===== src/rtl/serial_addr_ctrl_pkg.sv =====
// Shared definitions for the bit-serial adder sequencer.
// Holds the FSM state encoding and the default operand width.
package serial_addr_ctrl_pkg;

    localparam int DEF_WIDTH = 8;

    // 2'd3 is unused and recovers to ST_IDLE
    typedef enum logic [1:0] {
        ST_IDLE = 2'd0,
        ST_RUN  = 2'd1,
        ST_DONE = 2'd2
    } state_t;

endpackage


===== src/rtl/serial_addr_ctrl_full_addr.sv =====
// 1-bit adder cells shared by the serial adder datapath.
// Ports: a, b, cin -> s (sum bit), cout (carry out).
module half_addr (
    input  logic a,
    input  logic b,
    output logic s,
    output logic c
);
    assign s = a ^ b;
    assign c = a & b;
endmodule

module full_addr (
    input  logic a,
    input  logic b,
    input  logic cin,
    output logic s,
    output logic cout
);
    logic s0;
    logic c0;
    logic c1;

    half_addr u_ha0 (.a(a),  .b(b),   .s(s0), .c(c0));
    half_addr u_ha1 (.a(s0), .b(cin), .s(s),  .c(c1));

    assign cout = c0 | c1;
endmodule


===== src/rtl/serial_addr_ctrl.sv =====
// Bit-serial adder sequencer: one full-adder cell, one bit per clock, LSB first.
// Ports: clk, rst (async high), start, in1, in2, cin -> busy, done, sum, carry, ovf.
module serial_addr_ctrl
    import serial_addr_ctrl_pkg::*;
#(
    parameter int WIDTH = DEF_WIDTH
) (
    input  logic             clk,
    input  logic             rst,
    input  logic             start,
    input  logic [WIDTH-1:0] in1,
    input  logic [WIDTH-1:0] in2,
    input  logic             cin,
    output logic             busy,
    output logic             done,
    output logic [WIDTH-1:0] sum,
    output logic             carry,
    output logic             ovf
);
    localparam int CNT_W = $clog2(WIDTH);
    localparam logic [CNT_W-1:0] LAST = CNT_W'(WIDTH - 1);

    state_t state;
    state_t state_nx;

    logic [WIDTH-1:0] a_sr;
    logic [WIDTH-1:0] b_sr;
    logic [WIDTH-1:0] ps;
    logic [CNT_W-1:0] cnt;
    logic             c;
    logic             s;
    logic             co;
    logic             last;

    assign last = (cnt == LAST);

    full_addr u_fa (
        .a    (a_sr[0]),
        .b    (b_sr[0]),
        .cin  (c),
        .s    (s),
        .cout (co)
    );

    always_ff @(posedge clk or posedge rst) begin
        if (rst) state <= ST_IDLE;
        else     state <= state_nx;
    end

    always_comb begin
        state_nx = state;
        case (state)
            ST_IDLE: if (start) state_nx = ST_RUN;
            ST_RUN:  if (last)  state_nx = ST_DONE;
            ST_DONE: state_nx = ST_IDLE;
            default: state_nx = ST_IDLE;
        endcase
    end

    assign busy = (state != ST_IDLE);
    assign done = (state == ST_DONE);

    always_ff @(posedge clk or posedge rst) begin
        if (rst) begin
            a_sr  <= '0;
            b_sr  <= '0;
            ps    <= '0;
            cnt   <= '0;
            c     <= 1'b0;
            sum   <= '0;
            carry <= 1'b0;
            ovf   <= 1'b0;
        end else begin
            case (state)
                ST_IDLE: begin
                    if (start) begin
                        a_sr <= in1;
                        b_sr <= in2;
                        c    <= cin;
                        ps   <= '0;
                        cnt  <= '0;
                    end
                end
                ST_RUN: begin
                    a_sr <= a_sr >> 1;
                    b_sr <= b_sr >> 1;
                    c    <= co;
                    ps   <= {s, ps[WIDTH-1:1]};
                    if (last) begin
                        cnt   <= '0;
                        sum   <= {s, ps[WIDTH-1:1]};
                        carry <= co;
                        // c here is the carry into the MSB cell
                        ovf   <= c ^ co;
                    end else begin
                        cnt <= cnt + 1'b1;
                    end
                end
                default: ;
            endcase
        end
    end

endmodule


===== config.mk =====
export PLATFORM = sky130hd
export DESIGN_NAME = serial_addr_ctrl
export DESIGN_NICKNAME = d
export VERILOG_FILES = /design/src/rtl/serial_addr_ctrl_pkg.sv /design/src/rtl/serial_addr_ctrl_full_addr.sv /design/src/rtl/serial_addr_ctrl.sv
export SDC_FILE = /design/constraint.sdc
export NUM_CORES = 1
export LEC_CHECK = 0
export BUFFER_PORTS_ARGS = -buffer_cell sky130_fd_sc_hd__buf_4
export CAP_MARGIN = 20
export CORE_UTILIZATION = 40
export CTS_BUF_LIST = sky130_fd_sc_hd__clkbuf_16
export DETAILED_ROUTE_END_ITERATION = 12
export GPL_TIMING_DRIVEN = 0
export PLACE_DENSITY = 0.59
export SLEW_MARGIN = 20
export SYNTH_ARGS = -nofsm -noshare
export SYNTH_HDL_FRONTEND = slang
export SYNTH_HIERARCHICAL = 1
export SYNTH_SLANG_ARGS = --single-unit

===== constraint.sdc =====
create_clock -name clk -period 2.41 [get_ports clk]
set_input_delay 0.1205 -clock clk [delete_from_list [all_inputs] [get_ports clk]]
set_output_delay 0.1205 -clock clk [all_outputs]
set_load 0.02 [all_outputs]

Word-level counts from Yosys, hierarchy flattened
Cells that the tools add are included.
- output and inout port bits: 12
- flip-flop bits (word level): 40
- input port bits: 20
- bitwise logic cells: 6
- reductions and logical operators: 6
- eq/ne operators: 5
- add/subtract/negate cells: 1
- multiplexer cells: 14
- operator list (cell ; count):
    8-bit case mux with 2 select lines ; 3
    8-bit 2-to-1 mux ; 3
    3-bit 2-to-1 mux ; 2
    3-bit case mux with 2 select lines ; 1
    2-bit AND reduction ; 3
    2-bit 2-to-1 mux ; 2
    2-bit != test, second input constant ; 2
    2-bit case mux with 2 select lines ; 1
    2-bit nonzero test ; 2
    3-bit by 1-bit adder with 3-bit output, second input constant ; 1
    3-bit equality test, second input constant ; 1
    1-bit bitwise XOR ; 3
    1-bit bitwise AND ; 2
    2-bit by 1-bit equality test with 1-bit output, second input constant ; 1
    2-bit equality test, second input constant ; 1
    2-bit zero test ; 1
    1-bit case mux with 2 select lines ; 1
    1-bit 2-to-1 mux ; 1
    1-bit bitwise OR ; 1

Depth between registers and ports, before layout
Gate-level depths: netlist of the first run.
- word-level depth: 4
- gate-level depth with buffers: 6

Cells and area by module
Netlist of the first run, hierarchy kept.
- modules (own cells, without submodules) (module ; area an instance (um^2) ; sequential area each (um^2) ; times used ; cells an instance):
    serial_addr_ctrl ; 1691.6 ; 975.9 ; 1 ; 140
    half_addr ; 12.5 ; 0.0 ; 2 ; 1
    full_addr ; 6.3 ; 0.0 ; 1 ; 1

Worst setup path before layout of the first run
Ideal clock, no wire load.
- kind: reg-to-reg
- start: reg a_sr[0]
- end: reg c
- stages on the path, launching flop included: 7
- data required time: 2.289 ns
- slack: 0.931 ns
- path buffers: 0
- arrival time: 1.358 ns
- cells stage by stage: dfrtp_1 > ha_1 > ha_1 > or2_1 > inv_1 > a21oi_1 > o22a_1
- cells in the longest elaborated chain, start to end: 4
- ends and longest elaborated chain (element ; RTL line ; RTL):
    from (decl) ; serial_addr_ctrl.sv:26 ; logic [WIDTH-1:0] a_sr;
    from (signal assigned) ; serial_addr_ctrl.sv:77 ; a_sr <= in1;
    from (signal assigned) ; serial_addr_ctrl.sv:85 ; a_sr <= a_sr >> 1;
    1-bit bitwise XOR ; serial_addr_ctrl_full_addr.sv:9 ; assign s = a ^ b;
    net u_fa.s0 ; serial_addr_ctrl_full_addr.sv:20 ; logic s0;
    1-bit bitwise AND ; serial_addr_ctrl_full_addr.sv:10 ; assign c = a & b;
    net u_fa.c1 ; serial_addr_ctrl_full_addr.sv:22 ; logic c1;
    1-bit bitwise OR ; serial_addr_ctrl_full_addr.sv:27 ; assign cout = c0 | c1;
    net co ; serial_addr_ctrl.sv:32 ; logic co;
    1-bit case mux with 2 select lines ; serial_addr_ctrl.sv:74 ; case (state)
    to (signal assigned) ; serial_addr_ctrl.sv:79 ; c <= cin;
    to (signal assigned) ; serial_addr_ctrl.sv:87 ; c <= co;
    to (decl) ; serial_addr_ctrl.sv:30 ; logic c;
The timed path passes the listed nets, and every way through them passes these cells.
A chain may end at the register's enable or synchronous reset.

Worst setup path after layout of the first run
- start: reg cnt[0]
- end: reg sum[4]
- cells in the longest elaborated chain, start to end: 2
- ends and longest elaborated chain (element ; RTL line ; RTL):
    from (decl) ; serial_addr_ctrl.sv:29 ; logic [CNT_W-1:0] cnt;
    from (signal assigned) ; serial_addr_ctrl.sv:96 ; cnt <= cnt + 1'b1;
    3-bit equality test ; serial_addr_ctrl.sv:35 ; assign last = (cnt == LAST);
    2-bit AND reduction (no line) ; -- ;
    to (signal assigned) ; serial_addr_ctrl.sv:91 ; sum <= {s, ps[WIDTH-1:1]};
    to (decl) ; serial_addr_ctrl.sv:16 ; output logic [WIDTH-1:0] sum,
No other way between the ends.

==> impl_results.md, run 1 <==
* Outcome: completed
* Yosys reg bits at 39
* Clk sinks at 39
* Final setup viols at 0
* CTS buffer count at 5
* Worst Path Required at 2.58 ns
* Post-layout util at 54.83%
* Slew HR at 72.75%
* RSZ-0062 raised after global routing: no
* Critical path class: reg -> reg
* Area leader, netlist: dfrtp_1
* Nets at 207
* Starting DRT DRC Count at between 100 and 150
* Placement Setup Slack at roughly 0.84 ns
* Worst-Skew Late Latency at around 0.28 ns
* Setup ws final at 0.8371 ns
* Mapped Nets at about 170
* Routability cong. at 0.7253
* Leading post-synthesis cells by cell area: dfrtp_1 57%, o22ai_1 6.5%, a22o_1 4.6%
* Post-synth EDFFs at 0
* VDD IR max at 0.4912 mV
* Sink of the worst hold path: b_sr[7]
* Fin crit period at 1.573 ns
* Core ar. at 4058 µm²
* Crit-path slowest cell: dfrtp_1
* R2r endpoint: sum[4]
* Worst Hold Class: in -> reg
* Starting density of the core at a little over two fifths
* Worst clock skew at 0.007439 ns
* Layout area overhead at 29.12%
* DRT antenna net count at 0
* Reg2reg setup slack at 0.84 ns
* DR WL/cell at between 15 and 20 µm
* Reg-to-Reg Start: cnt[0]
* First-pass GRT wire length at just over 6000 µm
* Leak at 0.001061 µW
* Hold-fix buffers, CTS at 1
* Ys async rst share at 100.0%
* Final worst path period share at around two thirds
* MaxCap Viol Count at 0
* Hold path cells at 2
* Clock transition at the registers of the reported paths at 0.06 ns
* Final wirelength at ~3800 µm
* Die area at between 4000 and 5000 µm²
* YS warnings at 6
* Commonest non-fill, non-tap cell in the layout: dfrtp_1
* Vias in the first global route at 1,252
* Hold_sp: in2[7]
* Ant. Diodes at 0
* Proportion of layout cells with a drive suffix above 1 at 34.78%
* # rows at 23
* Worst slew pin tran at 0.4082 ns
* Top-level I/O count at 32
* Clock Tree Root: clkbuf_16
* Aggregate global-route resource usage at 18.80%
* Placed wire-length estimate at 2641 µm
* Initial antenna violation count at 0
* CP Launch Type: register
* CTS H-tree depth at 2
* Reg2reg path depth at 5
* Dominant synthesized flop cell: dfrtp_1
* Final Power at between 3000 and 4000 µW
* Setup TNS at 0 ns
* Synth Instances at 143
* Drt pass-1 iters at 4
* Final hold vios at 0
* Crit path cell chain: ha_1 > ha_1 > nand3b_2 > buf_6 > mux2_4
* Width of the chip at 67.63 µm
* Total gr overflow at 0
* FMAX at between 600 and 700 MHz
* Most used cell, CP: ha_1
* Mapped Area at between 1500 and 2000 µm²
* Worst Path Max Fanout at 10
* Post-synth cell types at 32
* # DRC at 0
* Chip height at 67.63 µm
* Deepest clock path buffer count at 2
* Pwr Density at roughly 1400 nW/µm²
* Pins over their slew limit at 0
* Seq/Total Area, Yosys at 56.64%
* Via count at approximately 1,300
* Vias per inst at between 5 and 6
* Yosys top cell area share at 56.64%
* CTS tree: built
* CP arrival at 1.74 ns
* CP max stage delay at approximately 0.4 ns
* Commonest cells after routing, fill and taps aside: 39 x dfrtp_1, 32 x buf_4, 18 x o22ai_1
* PostCTS Resize Cnt at 0
* Largest net degree at the start of global routing at 25
* Port bufs at 31
* Avg Inst Size Synth at ~12 µm²
* Crit path capture type: register
* Setup bufs post-CTS at 0
* Worst hold slack at a little under 0.1 ns
where the power goes:
group          switching (µW)  leakage (µW)  internal [µW]
logic                     574      0.000496            561
registers                 199      0.000481            947
clock network             256     0.0000838            488
synth_stat cells, types with 2 or more instances:
cell / n
a21oi_1: 13
a32o_1: 2
nor2_2: 2
mux2_2: 3
a22o_1: 9
nand2_1: 3
nor2_1: 3
o22a_1: 3
a221oi_1: 2
buf_2: 6
ha_1: 4
nor3b_1: 3
dfrtp_1: 39
nor2b_1: 3
nand2b_1: 2
o22ai_1: 18
inv_1: 7
nor3_1: 2
mux2_4: 5
o21ai_0: 2
flip-flops by register name (all words and copies together), names as in the netlist:
name	flops
carry	1
cnt	3
ps	7
c	1
a_sr	8
sum	8
state	2
b_sr	8
ovf	1
worst max path at each step:
stage / from / end / slack [ns] / cells after the start
after floorplan: a_sr[0] / c / 0.93 / 6
after detailed placement: cnt[0] / sum[4] / 0.84 / 5
after CTS: cnt[0] / sum[4] / 0.82 / 5
final: cnt[0] / sum[4] / 0.84 / 5
after global routing: a_sr[0] / c / 0.73 / 6
after global placement: cnt[0] / sum[4] / 0.85 / 5
cell families after synthesis:
kind of cell               after synthesis  synth area share (%)
AOI/OAI and AO/OA                       52                 20.92
xor gates and xnor gates                 1                0.5084
adders and majority gates                4                 2.905
buffers and inverters                   17                 4.866
DFF                                     39                 56.65
muxes                                    8                 6.318
and+or+nand+nor                         22                 7.843
per-stage QoR:
step           area, µm²  instances
2_1_floorplan       1723        143
3_3_place_gp        2018        224
3_5_place_dp        2046        225
4_1_cts             2225        234
5_1_grt             2225        234
6_report            2225        234
final cells by class:
cell class / count / area (µm²)
Multi-Input combinational cell: 87 / 663.1
Timing Repair Buffer: 33 / 270.3
Clock buffer: 5 / 125.1
Tap cell: 50 / 62.56
Inverter: 8 / 30.03
Fill cell: 351 / 1833
Buffer: 9 / 53.80
Sequential cell: 39 / 975.9
Clock inverter: 3 / 43.79
worst max-delay path: cells and delay by family (launching register included):
family / cells / cell delay [ns]
adder cells (fa/ha/maj): 2 / 0.43
buffers and inverters: 1 / 0.18
flip-flops: 1 / 0.40
multiplexers: 1 / 0.31
AND/OR/NAND/NOR: 1 / 0.15
layer usage:
layer	vias up	share of wire, %	track usage, %
li1	617	-	-
met1	611	46	25.48
met3	8	5.1	5.743
met4	0	1.9	7.979
met5	-	0	0
met2	31	47	27.48
No activity file was read; power rests on OpenSTA's default activity.
==> inputs of run 2 (changes only) <==
--- a/config.mk
+++ b/config.mk
@@ -11,7 +11,7 @@
 export CTS_BUF_LIST = sky130_fd_sc_hd__clkbuf_16
 export DETAILED_ROUTE_END_ITERATION = 12
 export GPL_TIMING_DRIVEN = 0
-export PLACE_DENSITY = 0.59
+export PLACE_DENSITY = 0.61
 export SLEW_MARGIN = 20
 export SYNTH_ARGS = -nofsm -noshare
 export SYNTH_HDL_FRONTEND = slang
==> constraint.sdc (replaced) <==
create_clock -name clk -period 1.31 [get_ports clk]
set_input_delay 0.0655 -clock clk [delete_from_list [all_inputs] [get_ports clk]]
set_output_delay 0.0655 -clock clk [all_outputs]
set_load 0.02 [all_outputs]
==> run 2 against run 1 <==
  * The flow now finishes with violations (negative setup slack)
  * Combinational power up 120%
  * First-iteration DRC count fell by 57%
  * Die area did not move
  * Critical path depth unchanged
  * Utilization rose by 5.0 points
  * Sequential power is 87% higher
  * Critical endpoint is now sum[2]
  * Largest power group is now combinational logic
==> impl_results.md, run 2 (synthesis gave the netlist of run 1 again) <==
* Outcome: finished, violations left (was completed)
* Failing checks: negative setup slack
* Design Area, Final at 2426 µm² (was 2225 µm²)
* Reg2reg path depth at 5 (unchanged)
* Crit path capture type: register (unchanged)
* Starting DRT DRC Count at 52 (was 120)
* VDD IR max at 0.9572 mV (was 0.4912 mV)
* Switching pwr at 2043 µW (was 1030 µW)
* Hold_sp: in1[7] (was in2[7])
* Leak at 0.001148 µW (was 0.001061 µW)
* FMAX at 695.7 MHz (was 635.8 MHz)
* Reg2reg setup slack at -0.13 ns (was 0.84 ns)
* Pwr Density at 2562 nW/µm² (was 1360 nW/µm²)
* Largest net degree at the start of global routing at 26 (was 25)
* Met1 usage in global routing at 25.73% (was 25.48%)
* Core ar. at 4058 µm² (unchanged)
* Drt pass-1 iters at 4 (unchanged)
* RSZ-0062 raised after global routing: yes (was no)
* Placed wire-length estimate at 2613 µm (was 2641 µm)
* Worst Path Max Fanout at 7 (was 10)
* Slew HR at 74.91% (was 72.75%)
* Proportion of layout cells with a drive suffix above 1 at 43.30% (was 34.78%)
* Most Used Layer, Global Route: met2 (unchanged)
* Worst-Skew Late Latency at 0.28 ns (about the same)
* Commonest cells after routing, fill and taps aside: 39 x buf_4, 37 x dfrtp_1, 18 x o22ai_1 (was 39 x dfrtp_1, 32 x buf_4, 18 x o22ai_1)
* CTS H-tree depth at 2 (unchanged)
* Power Internal at 4172 µW (was 1996 µW)
* Worst Path Required at 1.48 ns (was 2.58 ns)
* Sequential fraction of design power at 34.6% (was 37.9%)
* Final hold vios at 0 (unchanged)
* Commonest non-fill, non-tap cell in the layout: buf_4 (was dfrtp_1)
* Die area at 4574 µm² (unchanged)
* Fin crit period at 1.437 ns (was 1.573 ns)
* Port bufs at 31 (unchanged)
* Via count at 1,357 (was 1,267)
* Switch share at 32.87% (was 34.03%)
* # DRC at 0 (unchanged)
* Worst slew pin tran at 0.3757 ns (was 0.4082 ns)
* CP arrival at 1.60 ns (was 1.74 ns)
* Critical path class: reg -> reg (unchanged)
* Sink of the worst hold path: a_sr[7] (was b_sr[7])
* Reg-to-Reg Start: cnt[0] (unchanged)
* Vias in the first global route at 1,364 (was 1,252)
* Top-level I/O count at 32 (unchanged)
* Deepest clock path buffer count at 2 (unchanged)
* Vias per inst at 5.561 (was 5.415)
* Routability cong. at 0.7672 (was 0.7253)
* Setup ws final at -0.1274 ns (was 0.8371 ns)
* Pins over their slew limit at 0 (unchanged)
* DRT antenna net count at 0 (unchanged)
* Final setup viols at 13 (was 0)
* Hold path cells at 2 (unchanged)
* Placed inst area at 2072 µm² (was 2046 µm²)
* # rows at 23 (unchanged)
* CTS buffer count at 5 (unchanged)
* Initial antenna violation count at 0 (unchanged)
* Regs by FF count: a_sr x8, b_sr x8, sum x8 (unchanged)
* Final worst path period share at 109.7% (was 65.27%)
* Total gr overflow at 0 (unchanged)
* CP Launch Type: register (unchanged)
* Combinational group share of total power at 40.3% (was 37.5%)
* Width of the chip at 67.63 µm (unchanged)
* DR WL/cell at 16.00 µm (was 16.18 µm)
* Ant. Diodes at 0 (unchanged)
* Nets at 217 (was 207)
* Starting density of the core at 42.46% (unchanged)
* Worst Hold Class: in -> reg (unchanged)
* Clock transition at the registers of the reported paths at 0.06 ns (about the same)
* Chip height at 67.63 µm (unchanged)
* Post-layout util at 59.79% (was 54.83%)
* First-pass GRT wire length at 6451 µm (was 6106 µm)
* CTS tree: built (unchanged)
* Met3 usage at 4.730% (was 5.743%)
* R2r endpoint: sum[2] (was sum[4])
* Worst clock skew at 0.003510 ns (was 0.007439 ns)
* Met2 usage at 29.58% (was 27.48%)
* MaxCap Viol Count at 0 (unchanged)
* Layout area overhead at 40.81% (was 29.12%)
* Clock power frac at 25.1% (was 24.6%)
* Clock Tree Root: clkbuf_16 (unchanged)
* Clk sinks at 39 (unchanged)
* Aggregate global-route resource usage at 19.43% (was 18.80%)
* Final wirelength at 3905 µm (was 3786 µm)
[run 2: cell type report]
| type | instances | area [µm²] |
|---|---|---|
| fill | 331 | 1632 |
| sequential | 39 | 978.4 |
| multi-input combinational | 87 | 739.5 |
| timing repair buffer | 43 | 356.6 |
| clock buffer | 5 | 125.1 |
| clock inverter | 3 | 67.56 |
| buffer | 9 | 63.81 |
| tap | 50 | 62.56 |
| inverter | 8 | 32.53 |
[run 2: power groups by stage]
stage,clock network [µW],logic (µW),registers (µW)
4_1_cts,1590,2400,2150
3_3_place_gp,0,2060,2110
6_report,1560,2500,2150
5_1_grt,1640,2770,2220
2_1_floorplan,0,1390,2200
3_5_place_dp,0,2140,2150
[run 2: worst max-delay path, stage by stage, from the launching register on]
cell and delay (ns):
dfrtp_1 0.41, ha_2 0.20, ha_4 0.17, nand3b_4 0.10
buf_8 0.14, mux2_4 0.30
[run 2: worst max path at each step]
stage | start | to | slack (ns) | depth (start not counted)
after detailed placement | b_sr[0] | c | -0.19 | 6
final | cnt[0] | sum[2] | -0.13 | 5
after floorplan | b_sr[0] | c | -0.11 | 6
after global placement | b_sr[0] | c | -0.17 | 6
after CTS | cnt[0] | sum[2] | -0.12 | 5
after global routing | cnt[0] | sum[1] | -0.18 | 5
[run 2: routing by layer]
layer	wire length, µm	share of wire, %
met5	0	0
met4	70	1.8
met3	174	4.5
met2	1894	49
met1	1765	45
[run 2: through the flow]
stage	setup TNS, ns	hold WS (ns)	worst slack [ns]	total power, µW	std cells
3_5_place_dp	-1.062	0.07585	-0.1902	4286	225
5_1_grt	-1.989	0.04143	-0.1829	6625	244
3_3_place_gp	-6.263	0.3224	-0.1714	4171	224
2_1_floorplan	-0.4456	0.2352	-0.1077	3592	143
6_report	-1.220	0.03943	-0.1274	6215	244
4_1_cts	-0.9000	0.03879	-0.1245	6145	239
[run 2: what timing repair did]
action,4_1_cts,5_1_grt
buffers inserted,5,5
hold endpoints to repair,14,0
hold buffers,1,0
setup endpoints to repair,14,15
pin swaps,2,2
resized for setup,13,7
